`config.mk`:
```
export PLATFORM = sky130hd
export DESIGN_NAME = seq_alu
export DESIGN_NICKNAME = d
export VERILOG_FILES = /design/src/rtl/alu_pkg.sv /design/src/rtl/alu_iter_muldiv.sv /design/src/rtl/seq_alu.sv
export SDC_FILE = /design/constraint.sdc
export NUM_CORES = 1
export LEC_CHECK = 0
export CAP_MARGIN = 0
export CORE_MARGIN = 5
export CORE_UTILIZATION = 45
export DETAILED_ROUTE_END_ITERATION = 10
export GPL_TIMING_DRIVEN = 0
export HOLD_SLACK_MARGIN = 0.05
export SLEW_MARGIN = 20
export SYNTH_ARGS = -nofsm -noshare
export SYNTH_HDL_FRONTEND = slang
export SYNTH_SLANG_ARGS = --single-unit
export TNS_END_PERCENT = 10
```
`constraint.sdc`:
```
create_clock -name clk -period 7.8 [get_ports clk]
set_input_delay 2.34 -clock clk [delete_from_list [all_inputs] [get_ports clk]]
set_output_delay 2.34 -clock clk [all_outputs]
set_load 0.02 [all_outputs]
```
`src/rtl/alu_pkg.sv`:
```
// Shared types for the sequential ALU: opcodes, FSM states and the status flag bundle.
package alu_pkg;

    typedef enum logic [3:0] {
        OP_ADD = 4'd0,
        OP_SUB = 4'd1,
        OP_MUL = 4'd2,
        OP_DIV = 4'd3,
        OP_AND = 4'd4,
        OP_OR  = 4'd5,
        OP_XOR = 4'd6,
        OP_NOT = 4'd7,
        OP_SHL = 4'd8,
        OP_SHR = 4'd9,
        OP_ASR = 4'd10,
        OP_ROL = 4'd11
    } op_e;

    typedef enum logic [1:0] {
        IDLE = 2'd0,
        BUSY = 2'd1,
        DONE = 2'd2
    } state_e;

    typedef struct packed {
        logic carry;
        logic overflow;
        logic negative;
        logic zero;
        logic equal;
        logic less;
        logic div_zero;
        logic illegal;
    } alu_flags_t;

    // Opcodes 12..15 have no operation assigned.
    function automatic logic is_illegal(input logic [3:0] f_op);
        return f_op >= 4'd12;
    endfunction

endpackage

```
`src/rtl/alu_iter_muldiv.sv`:
```
// Shared iterative datapath: shift-add multiplier and restoring divider on one register pair.
module alu_iter_muldiv
    import alu_pkg::*;
#(
    parameter int WIDTH = 8
) (
    input  logic               clk,
    input  logic               rst_n,
    input  logic               i_start,
    input  logic               i_div,
    input  logic [WIDTH-1:0]   i_a,
    input  logic [WIDTH-1:0]   i_b,
    output logic               o_done,
    output logic [2*WIDTH-1:0] o_result
);

    localparam int CW = $clog2(WIDTH + 1);

    logic [CW-1:0]    r_cnt;
    logic             r_div;
    logic [WIDTH-1:0] r_hi;
    logic [WIDTH-1:0] r_lo;
    logic [WIDTH-1:0] r_b;

    logic [WIDTH-1:0] w_addend;
    logic [WIDTH:0]   w_sum;
    logic [WIDTH:0]   w_trial;
    logic [WIDTH-1:0] w_nhi;
    logic [WIDTH-1:0] w_nlo;

    // r_hi holds the partial product / remainder, r_lo the multiplier / dividend-quotient.
    always_comb begin
        w_addend = r_lo[0] ? r_b : {WIDTH{1'b0}};
        w_sum    = {1'b0, r_hi} + {1'b0, w_addend};
        w_trial  = {r_hi, r_lo[WIDTH-1]} - {1'b0, r_b};
        w_nhi    = w_sum[WIDTH:1];
        w_nlo    = {w_sum[0], r_lo[WIDTH-1:1]};
        if (r_div) begin
            // Top bit of the trial difference is the borrow: set means restore.
            if (!w_trial[WIDTH]) begin
                w_nhi = w_trial[WIDTH-1:0];
                w_nlo = {r_lo[WIDTH-2:0], 1'b1};
            end else begin
                w_nhi = {r_hi[WIDTH-2:0], r_lo[WIDTH-1]};
                w_nlo = {r_lo[WIDTH-2:0], 1'b0};
            end
        end
    end

    always_ff @(posedge clk or negedge rst_n) begin
        if (!rst_n) begin
            r_cnt <= '0;
            r_div <= 1'b0;
            r_hi  <= '0;
            r_lo  <= '0;
            r_b   <= '0;
        end else if (i_start) begin
            r_cnt <= CW'(WIDTH);
            r_div <= i_div;
            r_hi  <= '0;
            r_lo  <= i_a;
            r_b   <= i_b;
        end else if (r_cnt != '0) begin
            r_cnt <= r_cnt - 1'b1;
            r_hi  <= w_nhi;
            r_lo  <= w_nlo;
        end
    end

    // The final step's value is handed out directly so the caller can register it on the last edge.
    assign o_done   = (r_cnt == CW'(1));
    assign o_result = {w_nhi, w_nlo};

endmodule

```
`src/rtl/seq_alu.sv`:
```
// Sequential ALU: valid/ready front end, one-cycle logic/shift ops, iterative MUL/DIV, registered flags.
module seq_alu
    import alu_pkg::*;
#(
    parameter int WIDTH = 8
) (
    input  logic               clk,
    input  logic               rst_n,
    input  logic               in_valid,
    output logic               in_ready,
    input  logic [3:0]         op,
    input  logic [WIDTH-1:0]   a,
    input  logic [WIDTH-1:0]   b,
    output logic               out_valid,
    input  logic               out_ready,
    output logic [2*WIDTH-1:0] result,
    output logic               carry,
    output logic               overflow,
    output logic               negative,
    output logic               zero,
    output logic               equal,
    output logic               less,
    output logic               div_zero,
    output logic               illegal,
    output state_e             o_dbg_state
);

    localparam int W2 = 2 * WIDTH;

    // Handshake: a request transfers on a rising edge where in_valid && in_ready; a result
    // transfers where out_valid && out_ready. in_ready and out_valid depend on state alone.

    state_e           r_state;
    state_e           w_next_state;
    logic [3:0]       r_op;
    logic [WIDTH-1:0] r_a;
    logic [WIDTH-1:0] r_b;
    logic [W2-1:0]    r_result;
    alu_flags_t       r_flags;

    logic             w_accept;
    logic             w_is_iter;
    logic [W2-1:0]    w_single;
    alu_flags_t       w_single_flags;
    logic             w_iter_done;
    logic [W2-1:0]    w_iter_result;

    function automatic logic [W2-1:0] single_result(input logic [3:0] f_op,
                                                    input logic [WIDTH-1:0] f_a,
                                                    input logic [WIDTH-1:0] f_b);
        logic [W2-1:0]  res;
        logic [WIDTH:0] sum;
        res = '0;
        sum = {1'b0, f_a} + {1'b0, f_b};
        case (f_op)
            OP_ADD: res[WIDTH:0]   = sum;
            OP_SUB: res[WIDTH-1:0] = f_a - f_b;
            OP_DIV: res            = {f_a, {WIDTH{1'b1}}};
            OP_AND: res[WIDTH-1:0] = f_a & f_b;
            OP_OR:  res[WIDTH-1:0] = f_a | f_b;
            OP_XOR: res[WIDTH-1:0] = f_a ^ f_b;
            OP_NOT: res[WIDTH-1:0] = ~f_a;
            OP_SHL: res[WIDTH-1:0] = {f_a[WIDTH-2:0], 1'b0};
            OP_SHR: res[WIDTH-1:0] = {1'b0, f_a[WIDTH-1:1]};
            OP_ASR: res[WIDTH-1:0] = {f_a[WIDTH-1], f_a[WIDTH-1:1]};
            OP_ROL: res[WIDTH-1:0] = {f_a[WIDTH-2:0], f_a[WIDTH-1]};
            // MUL only lands here with b==0, whose product is zero; illegal ops also give zero.
            default: res = '0;
        endcase
        return res;
    endfunction

    function automatic alu_flags_t calc_flags(input logic [3:0] f_op,
                                              input logic [WIDTH-1:0] f_a,
                                              input logic [WIDTH-1:0] f_b,
                                              input logic [W2-1:0] f_res);
        alu_flags_t fl;
        fl = '0;
        case (f_op)
            OP_ADD: begin
                fl.carry    = f_res[WIDTH];
                fl.overflow = (f_a[WIDTH-1] == f_b[WIDTH-1]) && (f_res[WIDTH-1] != f_a[WIDTH-1]);
            end
            OP_SUB: begin
                fl.carry    = f_a < f_b;
                fl.overflow = (f_a[WIDTH-1] != f_b[WIDTH-1]) && (f_res[WIDTH-1] != f_a[WIDTH-1]);
            end
            OP_MUL:  fl.overflow = |f_res[W2-1:WIDTH];
            default: fl.overflow = 1'b0;
        endcase
        fl.negative = (f_op == OP_MUL) ? f_res[W2-1] : f_res[WIDTH-1];
        fl.zero     = (f_res == '0);
        fl.equal    = (f_a == f_b);
        fl.less     = (f_a < f_b);
        fl.div_zero = (f_op == OP_DIV) && (f_b == '0);
        fl.illegal  = is_illegal(f_op);
        return fl;
    endfunction

    alu_iter_muldiv #(.WIDTH(WIDTH)) u_iter (
        .clk      (clk),
        .rst_n    (rst_n),
        .i_start  (w_accept && w_is_iter),
        .i_div    (op == OP_DIV),
        .i_a      (a),
        .i_b      (b),
        .o_done   (w_iter_done),
        .o_result (w_iter_result)
    );

    always_comb begin
        w_accept       = in_valid && (r_state == IDLE);
        w_is_iter      = ((op == OP_MUL) || (op == OP_DIV)) && (b != '0);
        w_single       = single_result(op, a, b);
        w_single_flags = calc_flags(op, a, b, w_single);
        w_next_state   = r_state;
        case (r_state)
            IDLE:    if (w_accept) w_next_state = w_is_iter ? BUSY : DONE;
            BUSY:    if (w_iter_done) w_next_state = DONE;
            DONE:    if (out_ready) w_next_state = IDLE;
            default: w_next_state = IDLE;
        endcase
    end

    always_ff @(posedge clk or negedge rst_n) begin
        if (!rst_n) begin
            r_state  <= IDLE;
            r_op     <= '0;
            r_a      <= '0;
            r_b      <= '0;
            r_result <= '0;
            r_flags  <= '0;
        end else begin
            r_state <= w_next_state;
            if (w_accept) begin
                r_op <= op;
                r_a  <= a;
                r_b  <= b;
                if (!w_is_iter) begin
                    r_result <= w_single;
                    r_flags  <= w_single_flags;
                end
            end else if ((r_state == BUSY) && w_iter_done) begin
                r_result <= w_iter_result;
                r_flags  <= calc_flags(r_op, r_a, r_b, w_iter_result);
            end
        end
    end

    assign in_ready    = (r_state == IDLE);
    assign out_valid   = (r_state == DONE);
    assign result      = r_result;
    assign carry       = r_flags.carry;
    assign overflow    = r_flags.overflow;
    assign negative    = r_flags.negative;
    assign zero        = r_flags.zero;
    assign equal       = r_flags.equal;
    assign less        = r_flags.less;
    assign div_zero    = r_flags.div_zero;
    assign illegal     = r_flags.illegal;
    assign o_dbg_state = r_state;

endmodule

```
==> metrics.txt, run 1 <==
Post-synth EDFFs=0; placed insts=~1000; CP required=8020 ps; Core Area=13300 µm²; cts bufs inserted=9; Mean Syn Cell Area=approximately 7.9 µm²; clk_skew=roughly 7.5 ps; CP max-delay cell=clkdlybuf4s50_1; area leader, netlist=dfrtp_1; initial antenna violation count=0; P_leak=3.125 nW; 1st-iter DRT viols=about 660; gp weighted congestion=between 1 and 1.5; largest net degree at the start of global routing=47; CTS tree=done; Synth cell types=70; Reg clk slew, reported paths=about 60 ps; Buf/Inv on CP=2; # hold bufs at CTS=0; DRC=0; post-layout min period=5807 ps; HPWL after detailed placement=around 17000 µm; Comb power frac=61.0%; Switching Power=approximately 1.4 mW; Slew headroom=between 40% and 50%; Clock Sinks=75; top-area cell type share of the netlist area=slightly above 30%; Worst Hold Class=reg2reg; worst-skew pair later-pin latency=350 ps; Int Pwr=about 1.6 mW; Worst setup EP type=register; P&R area growth vs syn=17.30%; fin crit share=74.45%; Net Count, Synth=about 860; DR vias=roughly 6200; largest cells by area after synthesis=dfrtp_1 (31%), ha_1 (10%), o21ai_0 (5.7%); vias in the first global route=between 5000 and 6000; commonest cells in the netlist=nand2_1 (88), nor2_1 (78), dfrtp_1 (75); sequential share of power=about a quarter; PortBufs=50; Nets=roughly 920; GRT Total Usage=27.94%; Gate Count Post-Synth=776; DR pass1 iterations=6; largest fanout on the critical path=7; Worst VDD drop=around 0.25 mV; Worst setup SP type=primary input; prevailing post-synth register cell=dfrtp_1; number of I/O pins=between 50 and 60; Starting Density=~46%; FF/Latch Area=around 1900 µm²; row cnt=42; multi-input logic area=~3900 µm²; post-cts repair resize count=0; flops & latches, synth=75; Area after DPL=a little under 7000 µm²; Sw Ratio=between 40 and 50%; Cell Area, Synth=between 6000 and 7000 µm²; drt wl/cell=22.12 µm; first-pass GRT wire length=34600 µm; post-synthesis sequential area ratio=a little under a third; Non-Filler Instances=between 1000 and 1500; filler cell count in the final layout=1290; async set-reset flop share out of synthesis=100.0%; final hold vios=0; Final ANT Viol Nets=0; yosys warns=0; Die Wd=126.7 µm; via density per instance=6.130; share of cells above drive strength 1=5.457%; Final Max Slew Viols=0; cell family with the largest share of critical-path delay=compound AO/OA/AOI/OAI gates; post-CTS setup repair buffer count=0; maximum root-to-sink buffer count=2; most frequent cell after synthesis=nand2_1; Power Density=between 400 and 500 nW/µm²; Setup Crit Path Kind=in2reg; crit path cell chain=clkdlybuf4s50_1, inv_1, ha_1, o21bai_1, a21oi_1, a221oi_1, mux2_2, nor3_1, nand3_1, a31oi_1, o31a_1, o31ai_1; clock network power share=14.9%; H-tree depth=3; WL final=around 23000 µm; CTS root buf=clkbuf_16; Max stage delay on crit path=about 700 ps; RSZ-0062 raised after global routing=false; design area=between 7000 and 8000 µm²; status=finished, final reports clean; # diodes=0; Setup TNS=0 ps; Worst EP arrival=approximately 6000 ps; number of max-cap violations=0; # setup viols final=0; slew at the pin closest to its max-slew limit=approximately 840 ps; die height=between 100 and 150 µm; DIE AREA=16060 µm²; gr ovfl total=0; f_max=172.2 MHz; Pwr Total=between 2 and 3 mW
path summary, 6_finish.rpt:
check | start | endpoint | slack (ps) | cells after the start
worst min register to register | result[5] | result[5] | 470 | 2
min in group asynchronous | rst_n | u_iter.r_b[5] | 1920 | 1
max in group asynchronous | rst_n | r_a[3] | 5310 | 2
worst max-delay path | a[1] | overflow | 1990 | 12
worst max register to register | u_iter.r_lo[7] | overflow | 4080 | 13
worst min-delay path | result[5] | result[5] | 470 | 2
cell families after synthesis:
logic type / count (synthesis) / share of synthesized area, %
and+or+nand+nor: 273 / 21.38
muxes: 19 / 3.223
DFF: 75 / 30.60
buffers and inverters: 98 / 6.018
xor gates and xnor gates: 20 / 2.856
AOI/OAI and AO/OA: 236 / 24.21
adders and majority gates: 55 / 11.71
layout by cell type, fill, tap and decap left out, types with 5 or more instances in the layout:
cell type,netlist,layout
a211oi_1,15,15
a21o_1,9,9
a21oi_1,66,66
a221oi_1,5,5
a31oi_1,12,12
and2_1,12,12
and3_1,6,6
buf_1,10,10
clkbuf_1,32,32
clkbuf_16,0,9
clkdlybuf4s50_1,0,49
dfrtp_1,75,75
ha_1,51,51
inv_1,55,55
mux2_2,6,6
mux2i_1,13,13
nand2_1,88,88
nand2b_1,10,10
nand3_1,14,14
nand4_1,9,9
nor2_1,78,78
nor2b_1,5,5
nor3_1,19,19
nor4_1,6,6
o21ai_0,70,70
o22ai_1,10,10
o31ai_1,7,7
xnor2_1,14,14
xor2_1,6,6
cell type report:
type                            instances  area share [%]
Tap cell                              176           3.061
Timing Repair Buffer                   51           7.304
Inverter                               55           2.870
Buffer                                 43           2.261
Multi-Input combinational cell        603           54.05
Sequential cell                        75           26.09
Clock buffer                           12           3.704
Clock inverter                          4          0.6609
per-layer routing:
metal  wire length (µm)  track usage [%]
met5                  0                0
met3               1939            5.969
met2               9942            42.43
met4                637            7.760
met1              10030            40.30
stage by stage:
step                hold WS, ps  utilization (%)  setup WS (ps)
detailed placement        463.2            51.74           1692
global placement          458.1            51.55           1724
finish                    473.6            54.11           1993
CTS                       482.9            54.10           2034
floorplan                 456.3                -           3207
global route              506.0            54.11           1798
power by group through the flow:
stage / Sequential, mW / Combinational, mW / Clock (mW)
floorplan: 0.735 / 1.16 / 0
global placement: 0.700 / 1.73 / 0
detailed placement: 0.708 / 1.76 / 0
CTS: 0.703 / 1.77 / 0.447
global route: 0.727 / 1.96 / 0.468
finish: 0.705 / 1.79 / 0.438
flip-flops by register name (all words and copies together) (netlist names), 2 cells and up:
register,flops
o_dbg_state,2
r_a,8
r_b,8
r_op,4
result,16
u_iter.r_b,8
u_iter.r_cnt,4
u_iter.r_hi,8
u_iter.r_lo,8
tightest hold or removal path, cell delays in order (launching register included):
cell,delay (ps)
dfrtp_1,340
nand2_1,40
o21ai_0,60
Note: power is estimated with default switching activity, not from simulation.
==> run 2: changes to the inputs <==
- PLACE_DENSITY: default -> 0.67
- clock period: 7.8 -> 5.03 ns (I/O delays scaled with it)
==> run 2 against run 1 <==
Routed wire length is 2.3% lower. Design area increased by 0.19%. Sequential share of layout area barely moved. Non-clock buffer count stayed put.
==> metrics.txt, run 2 (synthesis gave the netlist of run 1 again) <==
worst-skew pair later-pin latency=about 350 ps; Worst setup SP type=primary input; CTS tree=done; Area after DPL=6879 µm²; most common cell after layout, fill and taps aside=nand2_1; 1st-iter DRT viols=approximately 700; fin crit share=94.38%; vias in the first global route=about 6000; row cnt=42; DIE AREA=between 15000 and 20000 µm²; commonest non-fill, non-tap cells in the layout=nand2_1 (88), nor2_1 (78), dfrtp_1 (75); DR vias=roughly 6300; Clock Sinks=75; GRT Total Usage=27.70%; Non-Filler Instances=1019; initial antenna violation count=0; RSZ-0062 raised after global routing=false; CP max-delay cell=clkdlybuf4s50_1; first-pass GRT wire length=about 35000 µm; Worst setup EP type=register; Setup TNS=0 ps; Power Density=~630 nW/µm²; Worst VDD drop=about 0.33 mV; P&R area growth vs syn=17.52%; H-tree depth=3; final hold vios=0; Reg clk slew, reported paths=around 60 ps; Setup Crit Path Kind=in2reg; Die Wd=roughly 130 µm; clk_skew=around 9.1 ps; HPWL after detailed placement=between 15000 and 20000 µm; DRC=0; Worst EP arrival=4970 ps; Nets=between 900 and 1000; CP required=5250 ps; design area=between 7000 and 8000 µm²; PortBufs=50; RR Startpoint=u_iter.r_lo[7]; Core Area=around 13000 µm²; f_max=~210 MHz; P_leak=between 3 and 4 nW; # hold bufs at CTS=0; largest net degree at the start of global routing=between 50 and 60; gp weighted congestion=roughly 1; crit path cell chain=clkdlybuf4s50_1, inv_1, ha_1, clkbuf_1, nor2_1, a21oi_1, a221oi_2, mux2_2, nor3_1, nand3_1, a31oi_1, o31a_1, o31ai_1; slew at the pin closest to its max-slew limit=about 1100 ps; maximum root-to-sink buffer count=2; Largest register FFs=16; DR pass1 iterations=7; via density per instance=~6.1; hold path startpoint=less; WL final=between 20000 and 25000 µm; Setup crit start=a[2]; Max stage delay on crit path=between 600 and 700 ps; Slew headroom=roughly 26%; largest fanout on the critical path=7; Starting Density=between 40% and 50%; cts bufs inserted=9; status=finished, final reports clean; number of I/O pins=between 50 and 60; # diodes=0; gr ovfl total=0; number of max-cap violations=0; drt wl/cell=21.61 µm; placed insts=around 1000; post-layout util=54.22%; share of cells above drive strength 1=between 5 and 6%; Worst Hold Class=reg2reg; CTS root buf=clkbuf_16; Final Max Slew Viols=0; # setup viols final=0; post-layout min period=~4700 ps; Final ANT Viol Nets=0; die height=126.7 µm
## run 2: power breakdown
part	internal, mW	total [mW]	switching [mW]	leakage, nW
logic	1.12	2.79	1.67	2.08
registers	0.879	1.09	0.214	0.910
clock network	0.433	0.695	0.262	0.159
total	2.43	4.57	2.14	3.15
## run 2: per-layer routing
layer  share of wire (%)  up-vias  GRT usage (%)  wire length (µm)
met5                   0        -              0                 0
met4                 3.3        0          9.464               729
met3                 9.5       50          7.482              2097
met2                  44      312          41.03              9603
met1                  44     3017          39.10              9591
li1                    -     2881              -                 -
## run 2: path summary, 6_finish.rpt
| kind | slack (ps) | cells past startpoint | end |
|---|---|---|---|
| hold / removal | 480 | 2 | less |
| max in group asynchronous | 3390 | 2 | result[13] |
| setup reg to reg | 1360 | 13 | overflow |
| hold reg to reg | 480 | 2 | less |
| setup / recovery | 280 | 13 | overflow |
| min in group asynchronous | 1050 | 1 | r_a[3] |
## run 2: final cells by class
class | instances | area [µm²]
plain buffers | 43 | 162.7
clock buffers | 9 | 225.2
clock inverters | 7 | 92.59
fillers | 1250 | 6087
inverters | 55 | 206.4
multi-input cells | 603 | 3894
flip-flops and latches | 75 | 1877
well taps | 176 | 220.2
repair buffers | 51 | 530.5
## run 2: critical path, delay by kind of cell
| family | cells | cell delay (ps) |
|---|---|---|
| buf+inv | 3 | 1100 |
| mux | 1 | 390 |
| fa+ha+maj | 1 | 340 |
| simple gates | 3 | 680 |
| compound gates | 5 | 940 |
## run 2: repair_timing
action,in CTS,in global routing
buffers inserted,0,0
resized for setup,0,3
setup endpoints to repair,0,1
## run 2: metrics by stage
stage	total power [mW]	hold slack (ps)	setup WS, ps
floorplan	2.947	456.3	1268
global placement	3.748	462.6	-185.6
detailed placement	3.825	472.6	-254.8
CTS	4.544	486.9	118.4
global route	4.914	512.3	65.13
finish	4.575	482.6	282.8
